<file path="src/rtl/cpu_pkg.sv">
// ---------------------------------------------------------------------------
// cpu_pkg
//   Shared types and constants for the sequential Booth multiplier.
//   - mul_state_t : multiplier FSM states (IDLE -> RUN -> DONE -> IDLE)
//   - MUL_DATA_WIDTH : default operand width
//   - MUL_STEPS   : Booth steps per multiply (operand width + 1 extension bit)
//   - MUL_CNT_W   : width of the step counter able to hold 0..MUL_STEPS
// ---------------------------------------------------------------------------
package cpu_pkg;

  typedef enum logic [1:0] {
    MUL_IDLE = 2'd0,
    MUL_RUN  = 2'd1,
    MUL_DONE = 2'd2
  } mul_state_t;

  localparam int MUL_DATA_WIDTH = 32;
  localparam int MUL_STEPS      = MUL_DATA_WIDTH + 1;
  localparam int MUL_CNT_W      = $clog2(MUL_STEPS + 1);

endpackage : cpu_pkg

</file>
<file path="src/rtl/booth_seq_multiplier_step.sv">
// ---------------------------------------------------------------------------
// booth_step
//   One combinational radix-2 Booth step on an N-bit datapath.
//   {q_i[0], q_m1_i} selects: 01 -> A+M, 10 -> A-M, 00/11 -> A (all mod 2^N),
//   then {A,Q,Q_-1} is shifted right arithmetically by one bit.
// Ports
//   a_i, q_i, q_m1_i, m_i : current accumulator, multiplier, Q_-1, multiplicand
//   a_o, q_o, q_m1_o      : next accumulator, multiplier, Q_-1
// ---------------------------------------------------------------------------
module booth_step #(
  parameter int N = 33
) (
  input  logic [N-1:0] a_i,
  input  logic [N-1:0] q_i,
  input  logic         q_m1_i,
  input  logic [N-1:0] m_i,
  output logic [N-1:0] a_o,
  output logic [N-1:0] q_o,
  output logic         q_m1_o
);

  logic [N-1:0] sum;

  always_comb begin
    sum = a_i;
    case ({q_i[0], q_m1_i})
      2'b01:   sum = a_i + m_i;
      2'b10:   sum = a_i - m_i;
      default: sum = a_i;
    endcase
  end

  // Arithmetic shift of the concatenation {sum, q, q_m1}: the sign bit of
  // the accumulator is replicated, the accumulator LSB moves into Q.
  assign a_o    = {sum[N-1], sum[N-1:1]};
  assign q_o    = {sum[0], q_i[N-1:1]};
  assign q_m1_o = q_i[0];

endmodule : booth_step

</file>
<file path="src/rtl/booth_seq_multiplier.sv">
// ---------------------------------------------------------------------------
// booth_seq_multiplier
//   Sequential radix-2 Booth multiplier producing a 2*DATA_WIDTH product for
//   the HI/LO registers. One Booth step per clock on a DATA_WIDTH+1 bit
//   datapath so the same hardware covers signed and unsigned operands.
//
// Optional feature macro: MUL_UNSIGNED_EN
//   defined   : adds input mul_unsigned (1 = zero-extend operands, 0 = sign-extend)
//   undefined : operands are always sign-extended
//
// Ports
//   clock        in  rising-edge clock
//   clear        in  asynchronous active-high reset; aborts any multiply
//   start        in  multiply request, sampled only while idle
//   mul_unsigned in  (MUL_UNSIGNED_EN only) operand extension select
//   multiplicand in  operand M, captured on the accepting edge
//   multiplier   in  operand Q, captured on the accepting edge
//   busy         out high while running and during the done cycle
//   done         out one-cycle pulse; hi_out/lo_out valid from this cycle
//   hi_out       out product upper half, held until next completion
//   lo_out       out product lower half, held until next completion
//
// Handshake: start is accepted on a rising edge where the FSM is idle; it is
// ignored while busy is high. Exactly one done pulse follows each accepted
// start, DATA_WIDTH+1 edges after acceptance, unless clear intervenes.
// ---------------------------------------------------------------------------
module booth_seq_multiplier
  import cpu_pkg::*;
#(
  parameter int DATA_WIDTH = MUL_DATA_WIDTH
) (
  input  logic                  clock,
  input  logic                  clear,
  input  logic                  start,
`ifdef MUL_UNSIGNED_EN
  input  logic                  mul_unsigned,
`endif
  input  logic [DATA_WIDTH-1:0] multiplicand,
  input  logic [DATA_WIDTH-1:0] multiplier,
  output logic                  busy,
  output logic                  done,
  output logic [DATA_WIDTH-1:0] hi_out,
  output logic [DATA_WIDTH-1:0] lo_out
);

  localparam int N  = DATA_WIDTH + 1;
  localparam int CW = $clog2(N + 1);
  localparam logic [CW-1:0] LAST_CNT = CW'(N - 1);

  mul_state_t            state_q;
  logic [N-1:0]          a_q, q_q, m_q;
  logic                  qm1_q;
  logic [CW-1:0]         count_q;
  logic                  busy_q, done_q;
  logic [DATA_WIDTH-1:0] hi_q, lo_q;

  logic [N-1:0]          a_d, q_d;
  logic                  qm1_d;
  logic                  ext_m, ext_q;

`ifdef MUL_UNSIGNED_EN
  assign ext_m = mul_unsigned ? 1'b0 : multiplicand[DATA_WIDTH-1];
  assign ext_q = mul_unsigned ? 1'b0 : multiplier[DATA_WIDTH-1];
`else
  assign ext_m = multiplicand[DATA_WIDTH-1];
  assign ext_q = multiplier[DATA_WIDTH-1];
`endif

  booth_step #(.N(N)) u_step (
    .a_i    (a_q),
    .q_i    (q_q),
    .q_m1_i (qm1_q),
    .m_i    (m_q),
    .a_o    (a_d),
    .q_o    (q_d),
    .q_m1_o (qm1_d)
  );

  always_ff @(posedge clock or posedge clear) begin
    if (clear) begin
      state_q <= MUL_IDLE;
      a_q     <= '0;
      q_q     <= '0;
      m_q     <= '0;
      qm1_q   <= 1'b0;
      count_q <= '0;
      busy_q  <= 1'b0;
      done_q  <= 1'b0;
      hi_q    <= '0;
      lo_q    <= '0;
    end else begin
      case (state_q)
        MUL_IDLE: begin
          if (start) begin
            m_q     <= {ext_m, multiplicand};
            q_q     <= {ext_q, multiplier};
            a_q     <= '0;
            qm1_q   <= 1'b0;
            count_q <= '0;
            busy_q  <= 1'b1;
            state_q <= MUL_RUN;
          end
        end
        MUL_RUN: begin
          a_q     <= a_d;
          q_q     <= q_d;
          qm1_q   <= qm1_d;
          count_q <= count_q + CW'(1);
          if (count_q == LAST_CNT) begin
            // {A,Q} is 2N bits; the product is its low 2*DATA_WIDTH bits.
            hi_q    <= {a_d[DATA_WIDTH-2:0], q_d[DATA_WIDTH]};
            lo_q    <= q_d[DATA_WIDTH-1:0];
            done_q  <= 1'b1;
            state_q <= MUL_DONE;
          end
        end
        MUL_DONE: begin
          done_q  <= 1'b0;
          busy_q  <= 1'b0;
          state_q <= MUL_IDLE;
        end
        default: begin
          done_q  <= 1'b0;
          busy_q  <= 1'b0;
          state_q <= MUL_IDLE;
        end
      endcase
    end
  end

  assign busy   = busy_q;
  assign done   = done_q;
  assign hi_out = hi_q;
  assign lo_out = lo_q;

endmodule : booth_seq_multiplier
</file>
<file path="config.mk">
export PLATFORM = sky130hd
export DESIGN_NAME = booth_seq_multiplier
export DESIGN_NICKNAME = d
export VERILOG_FILES = /design/src/rtl/cpu_pkg.sv /design/src/rtl/booth_seq_multiplier_step.sv /design/src/rtl/booth_seq_multiplier.sv
export SDC_FILE = /design/constraint.sdc
export NUM_CORES = 1
export LEC_CHECK = 0
export ABC_AREA = 0
export BUFFER_PORTS_ARGS = -buffer_cell sky130_fd_sc_hd__buf_4
export CAP_MARGIN = 40
export CORE_ASPECT_RATIO = 0.6
export CORE_MARGIN = 3
export CORE_UTILIZATION = 42
export DETAILED_ROUTE_END_ITERATION = 12
export PLACE_DENSITY = 0.71
export SYNTH_ARGS = -nofsm -noshare
export SYNTH_HDL_FRONTEND = slang
export SYNTH_SLANG_ARGS = --single-unit
</file>
<file path="constraint.sdc">
create_clock -name clock -period 6.65 [get_ports clock]
set_clock_uncertainty 0.2 [all_clocks]
set_input_delay 1.33 -clock clock [delete_from_list [all_inputs] [get_ports clock]]
set_output_delay 1.33 -clock clock [all_outputs]
set_load 0.01 [all_outputs]
</file>
==> impl_metrics.yaml <==
clock_network:
  cts.path.max_buffers: 2
  post_cts_buffers: 0
  clock-sinks: 172
  cts_max_level: 4
  ctsResizeCount: 0
  cts-buffers-inserted: 17
  worstSkewPairLatency_ps: 430
  cts.clk_slew.worst_paths_ps: 70
  cts_tree: "yes"
  cts-root-buf: "clkbuf_16"
  cts_hold_buf: 0
route:
  remaining_drc_errors: 0
  vias: 8123
  drt-vias-per-instance: 5.42
  drt.antenna.violating_nets: 0
  finalWirelength_mm: 26.3
  wl_per_cell_um: 17.5
  drt-initial-drc-count: 689
  firstDrtPassIters: 6
global_route:
  grt_max_degree: 75
  grt_use_total: 0.221
  grt_pass1_vias: 7428
  antenna_found_initial: 0
  grt_pass1_wl_mm: 42.0
  grt-ovfl-total: 0
timing:
  setup-violations-final: 0
  fin_tns_setup_ps: 0
  slew_headroom: 0.433
  hold_viol: 0
  period_share: 0.754
  rsz0062_at_grt: "false"
  post-route-min-period_ps: 5010
  drv_slew: 0
  fmax_mhz: 199
  max_slew.worst_pin.slew_ps: 849
floorplanning:
  fp.dieW_um: 200
  die_y_um: 122
  std_cell_rows: 41
  core_sq_mm: 0.0215
  ios: 133
  die_area_sq_mm: 0.0244
  initial_core_util: 0.439
synthesis:
  synth_area_leaders: "dfrtp_1 46%, nand2_1 12%, o21ai_0 4.8%"
  yosys.area_share.adder: 0.0498
  synth_simple_gate_area_share: 0.214
  async_flop_share: 1.00
  syn_area_per_cell_sq_um: 8.49
  synth.distinct_cells: 59
  synth-edff-count: 0
  yosys.area.top_type: "dfrtp_1"
  synth_nets: 1218
  netlist_instances: 1114
  synthTopCellsByCount: "296 x nand2_1, 172 x dfrtp_1, 91 x o21ai_0"
  syn_area_sq_mm: 0.00945
  yosys_warnings: 0
  ys_ff_latch: 172
  synth_top_family_by_area: "simple AND/OR/NAND/NOR gates"
  yosysSeqAreaShare: 0.455
  yosysTopAreaCellShare: 0.455
  synth-compound-area-share: 0.173
  synth-xor-area-share: 0.0537
  synth_flop_cell: "dfrtp_1"
  synthMuxAreaShare: 0.0140
  synth_most_common_cell: "nand2_1"
setup_path:
  path_class: "reg -> reg"
  critPathMaxStageDelay_ps: 560
  r2r_cells: 16
  cp_cell_sequence: "or4_4, nor4_1, nor2b_1, nor2b_1, a21oi_1, xnor2_1, ha_1, a21oi_1, o211ai_1, or3_1, o21a_1, o221ai_1, o21ai_0, xnor2_1, o311ai_1, o41ai_1"
  cp_max_fo: 7
  slowest_stage: "or4_4"
  arrival_ps: 5100
  cp-start-kind: "flop"
  critPathRequiredTime_ps: 6730
  crit_path_end_kind: "flop"
final_layout:
  synthToLayoutAreaGrowth_pct: 19.0
  n_antenna_cell: 0
  num-nets-final: 1311
  n_fill_cell: 2029
  drive_above_1_share: 0.158
place:
  gp_congestion: 0.916
  place_hpwl_mm: 19.3
  port_buffers: 132
min_path:
  hold_depth: 2
  hold_class: "reg -> reg"
outcome:
  status: "finished, final reports clean"
job:
  cap_violations: 0
-- cell usage in the layout, fill, tap and decap left out, types with 12 or more instances in the layout --
cell / n
a31oi_1: 14
xor2_1: 12
buf_4: 142
o21ai_0: 91
nand3_1: 42
a22oi_1: 31
nand2_1: 294
clkbuf_16: 17
xnor2_1: 46
inv_1: 27
a21oi_1: 72
a21o_1: 20
dfrtp_1: 172
ha_1: 35
nor3_1: 17
nor2_1: 52
-- per-stage QoR --
step / cells / cell area, sq um / hold WS, ps / util / setup slack (ps)
floorplan: 1114 / 9450 / 245 / - / 460
global placement: 1466 / 10600 / 259 / 0.493 / 1910
finish: 1498 / 11300 / 274 / 0.522 / 1640
CTS: 1498 / 11300 / 282 / 0.522 / 1670
detailed placement: 1467 / 10600 / 264 / 0.494 / 1710
global route: 1498 / 11300 / 289 / 0.522 / 1270
-- layout make-up --
type                            count  area (sq um)  area share
Sequential cell                   172          4300       0.382
Inverter                           28           110     0.00978
Multi-Input combinational cell    845          4800       0.426
Clock buffer                       21           480      0.0427
Timing Repair Buffer              143          1090      0.0965
Tap cell                          279           349      0.0310
Clock inverter                     10           128      0.0113
-- critical path, delay by kind of cell, from the launching register on --
family	cells	cell delay [ps]
AOI/OAI and AO/OA	8	1640
and+or+nand+nor	5	1790
DFF	1	430
xor gates and xnor gates	2	420
adders and majority gates	1	370
-- per-layer routing --
| layer | wire length (um) | track usage |
|---|---|---|
| met1 | 14700 | 0.387 |
| met5 | 0 | 0 |
| met4 | 153 | 0.0335 |
| met2 | 9300 | 0.259 |
| met3 | 2110 | 0.0612 |
-- sequential cells by signal, indices dropped and copies added (netlist names) --
name and flops:
count_q 6, done 1, m_q 32, a_q 32, state_q 2, q_q 33
qm1_q 1, busy 1, hi_out 32, lo_out 32
-- kinds of logic (layout without fill, tap and decap cells) --
| kind of cell | Yosys count | in the layout |
|---|---|---|
| AND/OR/NAND/NOR | 467 | 467 |
| AO/OA/AOI/OAI | 270 | 270 |
| flip-flops | 172 | 172 |
| buffers and inverters | 97 | 202 |
| XOR/XNOR | 58 | 58 |
| adder cells (fa/ha/maj) | 37 | 37 |
| multiplexers | 13 | 13 |
-- final timing paths --
| path | startpoint | to | slack, ps |
|---|---|---|---|
| worst min register to register | lo_out[30]$_DFFE_PP0P_ | lo_out[30]$_DFFE_PP0P_ | 270 |
| worst min-delay path | lo_out[30]$_DFFE_PP0P_ | lo_out[30]$_DFFE_PP0P_ | 270 |
| max in group asynchronous | clear | m_q[16]$_DFFE_PP0P_ | 4250 |
| min in group asynchronous | clear | lo_out[30]$_DFFE_PP0P_ | 800 |
| worst max-delay path | m_q[2]$_DFFE_PP0P_ | a_q[31]$_DFFE_PP0P_ | 1640 |
| worst max register to register | m_q[2]$_DFFE_PP0P_ | a_q[31]$_DFFE_PP0P_ | 1640 |
Power is left out: the tool's default activity adds up to more than one toggle a clock period on the data nets, which glitch-free logic cannot reach.
